$ cat config.mk
export PLATFORM = sky130hd
export DESIGN_NAME = vx_smem_bank_scheduler
export DESIGN_NICKNAME = d
export VERILOG_FILES = /design/src/rtl/vx_smem_bank_scheduler.sv
export SDC_FILE = /design/constraint.sdc
export NUM_CORES = 1
export LEC_CHECK = 0
export CAP_MARGIN = 20
export CORE_AREA = 2 2 219 221
export DETAILED_ROUTE_END_ITERATION = 8
export DIE_AREA = 0 0 221 223
export PLACE_DENSITY = 0.78
export SETUP_SLACK_MARGIN = 0.02
export SLEW_MARGIN = 15
export SYNTH_ARGS = -nofsm -noshare
export SYNTH_HDL_FRONTEND = slang
export SYNTH_SLANG_ARGS = --single-unit
$ cat constraint.sdc
create_clock -name clk -period 13.1 [get_ports clk]
set_input_delay 3.275 -clock clk [delete_from_list [all_inputs] [get_ports clk]]
set_output_delay 3.275 -clock clk [all_outputs]
set_load 0.03 [all_outputs]
$ cat src/rtl/vx_smem_bank_scheduler.sv
// rtl/vx_smem_bank_scheduler.sv - splits a multi-lane shared-memory batch into bank-conflict-free issue slots
// Optional SMEM_PERF_EN adds conflict_count, a count of extra slots caused by bank conflicts.
module vx_smem_bank_scheduler #(
  parameter int NUM_REQS   = 4,
  parameter int NUM_BANKS  = 4,
  parameter int ADDR_WIDTH = 30,
  parameter int DATA_WIDTH = 32,
  parameter int TAG_WIDTH  = 8,
  localparam int BANK_SELW = $clog2(NUM_BANKS),
  localparam int LANE_W    = (NUM_REQS > 1) ? $clog2(NUM_REQS) : 1,
  localparam int BANK_AW   = ADDR_WIDTH - BANK_SELW,
  localparam int BE_W      = DATA_WIDTH / 8
) (
  input  logic                            clk,
  input  logic                            reset,
  input  logic [NUM_REQS-1:0]             req_valid,
  input  logic [NUM_REQS-1:0]             req_rw,
  input  logic [NUM_REQS*ADDR_WIDTH-1:0]  req_addr,
  input  logic [NUM_REQS*BE_W-1:0]        req_byteen,
  input  logic [NUM_REQS*DATA_WIDTH-1:0]  req_data,
  input  logic [TAG_WIDTH-1:0]            req_tag,
  output logic                            req_ready,
  output logic [NUM_BANKS-1:0]            bank_valid,
  output logic [NUM_BANKS-1:0]            bank_rw,
  output logic [NUM_BANKS*BANK_AW-1:0]    bank_addr,
  output logic [NUM_BANKS*BE_W-1:0]       bank_byteen,
  output logic [NUM_BANKS*DATA_WIDTH-1:0] bank_data,
  output logic [NUM_BANKS*LANE_W-1:0]     bank_lane,
  output logic [TAG_WIDTH-1:0]            bank_tag,
  output logic                            bank_last,
  input  logic                            bank_ready
`ifdef SMEM_PERF_EN
  , output logic [31:0]                   conflict_count
`endif
);

  logic                           busy;
  logic [NUM_REQS-1:0]            pending;
  logic [NUM_REQS-1:0]            batch_rw;
  logic [NUM_REQS*ADDR_WIDTH-1:0] batch_addr;
  logic [NUM_REQS*BE_W-1:0]       batch_byteen;
  logic [NUM_REQS*DATA_WIDTH-1:0] batch_data;
  logic [TAG_WIDTH-1:0]           batch_tag;
  logic [NUM_REQS-1:0]            issued_mask;
  logic                           fire;
  logic                           accept;

  // Each bank takes its lowest-index pending lane; the rest wait for later slots.
  always_comb begin
    issued_mask = '0;
    bank_valid  = '0;
    bank_rw     = '0;
    bank_addr   = '0;
    bank_byteen = '0;
    bank_data   = '0;
    bank_lane   = '0;
    for (int b = 0; b < NUM_BANKS; b++) begin
      for (int i = 0; i < NUM_REQS; i++) begin
        if (busy && pending[i] && !bank_valid[b] &&
            batch_addr[i*ADDR_WIDTH +: BANK_SELW] == BANK_SELW'(b)) begin
          bank_valid[b]                        = 1'b1;
          issued_mask[i]                       = 1'b1;
          bank_rw[b]                           = batch_rw[i];
          bank_addr[b*BANK_AW +: BANK_AW]      = batch_addr[i*ADDR_WIDTH+BANK_SELW +: BANK_AW];
          bank_byteen[b*BE_W +: BE_W]          = batch_byteen[i*BE_W +: BE_W];
          bank_data[b*DATA_WIDTH +: DATA_WIDTH] = batch_data[i*DATA_WIDTH +: DATA_WIDTH];
          bank_lane[b*LANE_W +: LANE_W]        = LANE_W'(i);
        end
      end
    end
  end

  assign bank_tag  = batch_tag;
  assign bank_last = busy && ((pending & ~issued_mask) == '0);
  assign fire      = (|bank_valid) && bank_ready;
  assign req_ready = !busy || (fire && bank_last);
  assign accept    = (|req_valid) && req_ready;

  // A new batch may load in the same cycle the previous one retires.
  always_ff @(posedge clk or posedge reset) begin
    if (reset) begin
      busy         <= 1'b0;
      pending      <= '0;
      batch_rw     <= '0;
      batch_addr   <= '0;
      batch_byteen <= '0;
      batch_data   <= '0;
      batch_tag    <= '0;
    end else if (accept) begin
      busy         <= 1'b1;
      pending      <= req_valid;
      batch_rw     <= req_rw;
      batch_addr   <= req_addr;
      batch_byteen <= req_byteen;
      batch_data   <= req_data;
      batch_tag    <= req_tag;
    end else if (fire) begin
      pending <= pending & ~issued_mask;
      if (bank_last) begin
        busy <= 1'b0;
      end
    end
  end

`ifdef SMEM_PERF_EN
  always_ff @(posedge clk or posedge reset) begin
    if (reset) begin
      conflict_count <= '0;
    end else if (fire && !bank_last) begin
      conflict_count <= conflict_count + 32'd1;
    end
  end
`endif

endmodule

Word-level counts from Yosys, hierarchy flattened
Index checks and enable logic that the tools add are counted.

storage, ports and cells
  flip-flop bits (word level) = 281
  bits of input ports = 283
  output and inout bits = 282
  logic and storage cells = 193

cells by class
  equality and inequality tests = 12
  multiplexer cells = 112
  bitwise logic cells = 2
  reduce and logical (&&, ||, !) cells = 60

operators with widths
  cell                count
  $mux 32             16
  $mux 28             16
  $mux 4              18
  $mux 1              54
  $logic_and 1x1->1   36
  $eq 2x2->1 const B  8
  $mux 2              8
  $logic_not 1->1     13
  $eq 2x1->1 const B  4
  $logic_not 2->1     4
  $reduce_or 4->1     2
  $and 4x4->4         1
  $logic_not 4->1     1
  $not 4->4           1
  $reduce_bool 2->1   2
  $reduce_and 2->1    1
  $logic_or 1x1->1    1

Depth between registers and ports, before layout
Gate-level depths: netlist of run 1.

  depth after elaboration = 27
  mapped depth = 11
  depth with buffers taken out = 6

Worst setup path before layout of run 1
No wires, ideal clock.

  kind = input-to-output
  from = input bank_ready
  to = output req_ready
  arrival time = 4.299 ns
  data required time = 9.825 ns
  setup slack = 5.526 ns
  stages on the path = 2
  buffers on the path = 0
  cells stage by stage = o211ai_1 o31ai_1

between the ends
  word-level cells in the longest chain between the ends = 3

ends and longest elaborated chain
  what               RTL line  source
  start, declared    31        input logic bank_ready
  $logic_and 1x1->1  75        assign fire = (|bank_valid) && bank_ready;
  $logic_and 1x1->1  76        assign req_ready = !busy || (fire && bank_last);
  $logic_or 1x1->1   76
  end, declared      22        output logic req_ready,

No other way between the ends.

Worst setup path after layout of run 1
Ends and elaborated chain as after synthesis.

==> metrics.sh, run 1 <==
LENGTH_IN_CELLS_OF_THE_WORST_REG_TO_REG_PATH=9
SLEW_VIOL_FINAL=0
PATH_MAX_FANOUT=3
ROUTE.FINAL.WIRE_LENGTH_UM=73900
NUMCTSBUFFERS=35
SETUP.WORST_PATH.START_CLASS='input port'
ANTENNA_VIOLATIONS_BEFORE_REPAIR=11
CP_SLOWEST_STAGE_DELAY_PS=760
POST_CTS_RESIZED=0
DRTANTENNAVIOLNETS=0
OUTCOME='complete, no violations'
FINAL.MIN_CLOCK_PERIOD_PS=8360
CRIT_PATH_TOP_DELAY_CELL='sky130_fd_sc_hd__clkdlybuf4s50_1'
CRITPATHREQUIREDTIME_PS=9820
WHS_PATH_DEPTH=1
DRCVIOLATIONCOUNT=0
SETUP_REPAIR_AFTER_GLOBAL_ROUTING_MISSED_ITS_MARGIN='false'
EFFECTIVE_UTILIZATION_AT_FLOORPLAN_PCT=37.3
HOLDBUFCOUNTCTS=0
MULTI_INPUT_COMB_AREA_UM2=9760
GRT_MAX_DEGREE=140
TRACK_USAGE_PCT=28.8
SYNTHCELLS=1604
HOLDPATHEND='bank_tag[7]'
ROWS=80
DRIVE_ABOVE_1_SHARE_PCT=14.9
DIEHEIGHT_UM=223
YOSYSWARNINGCOUNT=0
CRIT_PATH_CELL_TRACE='clkdlybuf4s50_1 > o211ai_1 > o31ai_1 > clkdlybuf4s50_1'
VIA_PER_INST=6.50
FINALHOLDVIOLATIONS=0
GP_ROUTABILITY_CONGESTION=0.901
VIAS_IN_THE_FIRST_GLOBAL_ROUTE=17700
ENDPOINT_KIND='output pin'
CTS_ROOT_BUF='sky130_fd_sc_hd__clkbuf_16'
P_PER_AREA_nW_PER_UM2=349
NUMCLOCKSINKS=281
POST-CTS-SETUP-BUFFER-COUNT=0
CLOCK_INSERTION_DELAY_WORST_SKEW_PS=540
ASYNCSETRESETFLOPFRACSYNTH_PCT=100
SYNTH_TOP_FLOP_CELL='sky130_fd_sc_hd__dfrtp_1'
SYNTH_SEQ_AREA_SHARE_PCT=40.0
POWER.TOTAL_mW=8.63
FLOORPLAN.DIE.WIDTH_UM=221
CATEGORY_OF_THE_MOST_CRITICAL_SETUP_PATH='in -> out'
YOSYS_REGISTER_BITS=281
ROUTE.VIAS.TOTAL=17600
GRT_REMAINING_OVERFLOW=0
DESIGN.DIE.AREA_UM2=49300
CLOCK_PATH_BUFFERS=3
FINALSETUPTNS_PS=0
TIMING.MAX_SLEW.REL_SLACK_PCT=22.7
HOLD_PATH.STARTPOINT='bank_tag[7]'
CRIT_ARRIVAL_PS=5090
FMAX_GHz=0.120
CRITICAL_PATH.REG2REG.STARTPOINT='busy'
POST-DP-HPWL_UM=46200
SETUP_VIOL=0
WORST_SLEW_PIN_SLEW_PS=1160
DESIGN.FINAL.NETS=2336
VDD_DROP_MAX_mV=0.224
AREA_GROWTH_PCT=40.7
CRITICAL-PATH-TOP-CELL-BY-COUNT='sky130_fd_sc_hd__clkdlybuf4s50_1'
MAPPEDNETLISTAREA_UM2=17600
SYNTH_NETS=1887
LAYOUT.FILLER_CELLS=3992
LEAKAGE_nW=9.59
PORT-BUFFER-COUNT=564
PATH_CATEGORY_OF_THE_WORST_MIN_DELAY_CHECK='reg -> reg'
DRT_PASS1_ITERATIONS=8
FLOORPLAN.CORE_AREA_UM2=47100
FINAL.SETUP_SKEW_PS=12.0
SYNTH_AREA_PER_CELL_UM2=11.0
AREA.SEQUENTIAL_UM2=7030
YOSYSUNIQUECELLTYPES=41
CTS.HTREE.LEVELS=2
GRT_PASS1_WL_UM=111000
MAX_CAP_VIOLS=0
SYNTH-EDFF-COUNT=0
FIRST_ITER_VIOLATIONS=2372
TIMING.FINAL.CRIT_SHARE_PCT=63.8
ROUTEDWLPERCELL_UM=27.4
CLOCK_SLEW_AT_THE_REGISTER_CLOCK_PINS_OF_THE_WORST_SETUP_AND_HOLD_PATHS_PS=50
FF2FF_SETUP_SLACK_PS=7640
CRITICAL_R2R_CAPTURE='batch_addr[95]'
CTS_TREE='done'
BOUNDARYPINS=565
[cell usage in the layout (no fill, tap or decap), types with 3 or more instances in the layout]
master / n
sky130_fd_sc_hd__a211oi_1: 3
sky130_fd_sc_hd__a21oi_1: 3
sky130_fd_sc_hd__a22oi_1: 521
sky130_fd_sc_hd__and4b_4: 4
sky130_fd_sc_hd__buf_12: 4
sky130_fd_sc_hd__buf_4: 25
sky130_fd_sc_hd__bufinv_16: 5
sky130_fd_sc_hd__clkbuf_1: 4
sky130_fd_sc_hd__clkbuf_16: 35
sky130_fd_sc_hd__clkbuf_8: 9
sky130_fd_sc_hd__clkdlybuf4s50_1: 564
sky130_fd_sc_hd__clkinv_2: 4
sky130_fd_sc_hd__dfrtp_1: 281
sky130_fd_sc_hd__diode_2: 9
sky130_fd_sc_hd__inv_1: 4
sky130_fd_sc_hd__inv_6: 3
sky130_fd_sc_hd__mux2_1: 71
sky130_fd_sc_hd__mux2_4: 205
sky130_fd_sc_hd__nand2_1: 10
sky130_fd_sc_hd__nand2b_1: 4
sky130_fd_sc_hd__nand3_1: 3
sky130_fd_sc_hd__nand4_1: 4
sky130_fd_sc_hd__nand4b_1: 5
sky130_fd_sc_hd__nor2_4: 4
sky130_fd_sc_hd__nor3_1: 3
sky130_fd_sc_hd__o21ai_0: 262
sky130_fd_sc_hd__or3_1: 4
[per-stage QoR]
step / std cells / hold WS (ps) / cell area [µm²] / setup WS [ps] / util [%]
3_5_place_dp: 2630 / 495 / 23500 / 4780 / 49.8
3_3_place_gp: 2628 / 493 / 23500 / 4770 / 49.8
4_1_cts: 2690 / 511 / 24700 / 4760 / 52.4
2_1_floorplan: 1604 / 515 / 17600 / 2070 / -
6_report: 2700 / 505 / 24800 / 4740 / 52.5
5_1_grt: 2696 / 537 / 24800 / 4680 / 52.5
[cell usage after synthesis (3+ instances only)]
| cell | n | share of area [%] |
|---|---|---|
| sky130_fd_sc_hd__mux2_1 | 71 | 4.5 |
| sky130_fd_sc_hd__nand4b_1 | 5 | 0.25 |
| sky130_fd_sc_hd__nor2_1 | 6 | 0.13 |
| sky130_fd_sc_hd__nand2_1 | 10 | 0.21 |
| sky130_fd_sc_hd__nand2b_1 | 4 | 0.14 |
| sky130_fd_sc_hd__mux2_4 | 205 | 17 |
| sky130_fd_sc_hd__buf_1 | 23 | 0.49 |
| sky130_fd_sc_hd__and4b_1 | 5 | 0.28 |
| sky130_fd_sc_hd__and4_1 | 4 | 0.20 |
| sky130_fd_sc_hd__a211oi_1 | 3 | 0.13 |
| sky130_fd_sc_hd__dfrtp_1 | 281 | 40 |
| sky130_fd_sc_hd__clkbuf_1 | 126 | 2.7 |
| sky130_fd_sc_hd__inv_1 | 5 | 0.11 |
| sky130_fd_sc_hd__a21oi_1 | 3 | 0.085 |
| sky130_fd_sc_hd__nor3_1 | 3 | 0.085 |
| sky130_fd_sc_hd__o21ai_0 | 262 | 7.5 |
| sky130_fd_sc_hd__buf_6 | 26 | 1.7 |
| sky130_fd_sc_hd__or3_1 | 4 | 0.14 |
| sky130_fd_sc_hd__a22oi_1 | 521 | 22 |
| sky130_fd_sc_hd__buf_2 | 5 | 0.14 |
| sky130_fd_sc_hd__nand3_1 | 3 | 0.085 |
| sky130_fd_sc_hd__nand4_1 | 4 | 0.14 |
[per-layer routing]
metal	GRT usage (%)	share of wire, %	vias to the layer above
met5	0	0.064	-
met4	14.8	4.9	8
met3	8.78	13	278
met2	46.5	47	1464
met1	34.7	36	8533
li1	-	-	7278
[worst max-delay path by stage]
stage | startpoint | to | slack, ps
after floorplan | reset | bank_tag[0] | 2070
after global placement | bank_ready | req_ready | 4770
after detailed placement | bank_ready | req_ready | 4780
after CTS | bank_ready | req_ready | 4760
after global routing | bank_ready | req_ready | 4680
final | bank_ready | req_ready | 4740
[sequential cells by signal, summed over array words and instances (netlist names)]
signal,flops
bank_tag,8
batch_addr,120
batch_byteen,16
batch_data,128
batch_rw,4
busy,1
pending,4
[cells by family after synthesis]
logic type / count (synthesis) / share of synthesized area, %
muxes: 277 / 22.1
and+or+nand+nor: 62 / 2.50
buffers and inverters: 187 / 5.18
DFF: 281 / 40.0
AOI/OAI and AO/OA: 797 / 30.3
[cell type report]
| class | instances | share of cell area, % |
|---|---|---|
| clock buffers | 48 | 4.10 |
| repair buffers | 594 | 24.0 |
| inverters | 5 | 0.106 |
| flip-flops and latches | 281 | 28.4 |
| multi-input cells | 1136 | 39.4 |
| well taps | 615 | 3.11 |
| diodes | 9 | 0.0910 |
| clock inverters | 12 | 0.793 |
[power by group]
| part | internal, mW | switching, mW |
|---|---|---|
| clock | 0.640 | 0.407 |
| combinational | 2.48 | 3.14 |
| sequential | 1.34 | 0.635 |
| total | 4.46 | 4.18 |
[critical path, delay by kind of cell]
kind / cells / cell delay (ps)
AO/OA/AOI/OAI: 2 / 550
buffers and inverters: 2 / 1260
No activity file was read; power rests on OpenSTA's default activity.
==> run 2: changes to the inputs <==
- clock period: 13.1 -> 7.8 ns (I/O delays scaled with it)
==> metrics.sh, run 2 (synthesized netlist as in run 1, its figures left out) <==
ROUTEDWLPERCELL_UM=27.3
CATEGORY_OF_THE_MOST_CRITICAL_SETUP_PATH='reg -> out'
SETUP.WORST_PATH.START_CLASS='flop'
FINAL.HOLD.WORST_SLACK_PS=512
DIEHEIGHT_UM=223
FINAL.SETUP_SKEW_PS=25.5
DRCVIOLATIONCOUNT=0
CTS_TREE='done'
GRT_PASS1_WL_UM=112000
HOLDBUFCOUNTCTS=0
DRT_PASS1_ITERATIONS=9
LARGEST_REGISTER_FF_COUNT=128
CRITICAL-PATH-TOP-CELL-BY-COUNT='sky130_fd_sc_hd__buf_4'
VIAS_IN_THE_FIRST_GLOBAL_ROUTE=17700
FMAX_GHz=0.151
LEAKAGE_nW=9.58
GP_ROUTABILITY_CONGESTION=0.940
TRACK_USAGE_PCT=28.8
CRIT_ARRIVAL_PS=4660
DRTANTENNAVIOLNETS=0
DESIGN.DIE.AREA_UM2=49300
SETUP_VIOL=0
CP_SLOWEST_STAGE_DELAY_PS=800
LAYOUT.FILLER_CELLS=4035
MAX_CAP_VIOLS=0
DESIGN.FINAL.NETS=2341
CLOCK_PATH_BUFFERS=3
SLEW_VIOL_FINAL=0
NUMBER_OF_CELLS_AFTER_DETAILED_PLACEMENT=2633
FINALHOLDVIOLATIONS=0
AREA_GROWTH_PCT=40.7
PATH_MAX_FANOUT=37
P_PER_AREA_nW_PER_UM2=585
MOST-COMMON-LAYOUT-CELLS='564 x sky130_fd_sc_hd__clkdlybuf4s50_1, 521 x sky130_fd_sc_hd__a22oi_1, 281 x sky130_fd_sc_hd__dfrtp_1, 262 x sky130_fd_sc_hd__o21ai_0, 205 x sky130_fd_sc_hd__mux2_4'
FLOORPLAN.DIE.WIDTH_UM=221
MULTI_INPUT_COMB_AREA_UM2=9760
ROUTE.VIAS.TOTAL=17400
POST_CTS_RESIZED=0
PORT-BUFFER-COUNT=564
EFFECTIVE_UTILIZATION_AT_FLOORPLAN_PCT=37.3
CRITPATHREQUIREDTIME_PS=5850
GRT_REMAINING_OVERFLOW=0
CRIT_PATH_CELL_TRACE='and4_4 > buf_4 > nor4_4 > buf_4 > nor4_1 > and2_1 > o31ai_1 > clkdlybuf4s50_1'
FINALSETUPTNS_PS=0
FRACTION_OF_THE_CORE_AREA_COVERED_BY_CELLS_AT_THE_END_OF_THE_FLOW_PCT=52.5
NUMCLOCKSINKS=281
CTS_ROOT_BUF='sky130_fd_sc_hd__clkbuf_16'
FIN_CELLS=2704
TIMING.MAX_SLEW.REL_SLACK_PCT=28.8
BOUNDARYPINS=565
TIMING.FINAL.CRIT_SHARE_PCT=84.8
ENDPOINT_KIND='output pin'
PATH_CATEGORY_OF_THE_WORST_MIN_DELAY_CHECK='reg -> reg'
VDD_DROP_MAX_mV=0.345
OUTCOME='complete, no violations'
POST-DP-HPWL_UM=47300
AREA.SEQUENTIAL_UM2=7030
CRIT_PATH_TOP_DELAY_CELL='sky130_fd_sc_hd__dfrtp_1'
NUMCTSBUFFERS=37
GRT_MAX_DEGREE=155
LARGEST_REGISTERS='batch_data (128), batch_addr (120), batch_byteen (16)'
LARGEST_REGISTER='batch_data'
MOST_COMMON_CELL_AFTER_LAYOUT_FILL_AND_TAPS_ASIDE='sky130_fd_sc_hd__clkdlybuf4s50_1'
VIA_PER_INST=6.44
ANTENNA_VIOLATIONS_BEFORE_REPAIR=11
ROWS=80
FINAL.MIN_CLOCK_PERIOD_PS=6610
WORST_SLEW_PIN_SLEW_PS=1070
FLOORPLAN.CORE_AREA_UM2=47100
POST-CTS-SETUP-BUFFER-COUNT=0
FIRST_ITER_VIOLATIONS=2064
CTS.HTREE.LEVELS=2
DRIVE_ABOVE_1_SHARE_PCT=15.1
SETUP_REPAIR_AFTER_GLOBAL_ROUTING_MISSED_ITS_MARGIN='false'
CLOCK_SLEW_AT_THE_REGISTER_CLOCK_PINS_OF_THE_WORST_SETUP_AND_HOLD_PATHS_PS=50
CLOCK_INSERTION_DELAY_WORST_SKEW_PS=550
ROUTE.FINAL.WIRE_LENGTH_UM=73800
-- run 2: cell count changes in the layout (fill, tap and decap cells not counted), moves of 2 or more --
cell,before,now
sky130_fd_sc_hd__buf_4,25,28
sky130_fd_sc_hd__bufinv_16,5,3
sky130_fd_sc_hd__clkbuf_1,4,6
sky130_fd_sc_hd__clkbuf_16,35,37
sky130_fd_sc_hd__clkbuf_8,9,5
sky130_fd_sc_hd__clkinv_4,0,3
sky130_fd_sc_hd__clkinvlp_4,0,5
sky130_fd_sc_hd__diode_2,9,6
-- run 2: worst paths after layout --
kind / from / endpoint / slack, ps / cells after the start
max: busy / req_ready / 1190 / 8
max in group asynchronous: reset / batch_addr[115] / 4450 / 3
min reg2reg: bank_tag[4] / bank_tag[4] / 510 / 1
min: bank_tag[4] / bank_tag[4] / 510 / 1
min in group asynchronous: reset / batch_data[89] / 1910 / 2
max reg2reg: busy / batch_data[23] / 2970 / 9
-- run 2: worst max-delay path, delay by kind of cell (launching register included) --
family | cells | cell delay (ps)
buf+inv | 3 | 1580
compound gates | 1 | 150
flops | 1 | 800
simple gates | 4 | 1520
-- run 2: power breakdown --
group          switching, mW  internal, mW
logic                   5.22          4.15
clock network          0.708          1.02
registers               1.12          2.25
total                   7.05          7.42
-- run 2: final cells by class --
class,count,area share [%]
multi-input combinational,1136,39.4
sequential,281,28.4
timing repair buffer,597,24.1
clock buffer,48,4.11
tap,615,3.11
clock inverter,16,0.743
inverter,5,0.0910
antenna,6,0.0606
-- run 2: metrics by stage --
step | power (mW) | instance area [µm²] | worst slack, ps
finish | 14.5 | 24800 | 1190
global route | 15.1 | 24800 | 1040
CTS | 14.4 | 24700 | 1270
detailed placement | 12.6 | 23500 | 1900
global placement | 12.5 | 23500 | 2040
floorplan | 9.02 | 17600 | 2130
-- run 2: layer usage --
layer	GRT usage, %	routed length (µm)	up-vias
li1	-	-	7290
met1	35.2	27100	8483
met2	46.9	34800	1402
met3	7.93	8550	234
met4	14.1	3370	8
met5	0	47	-
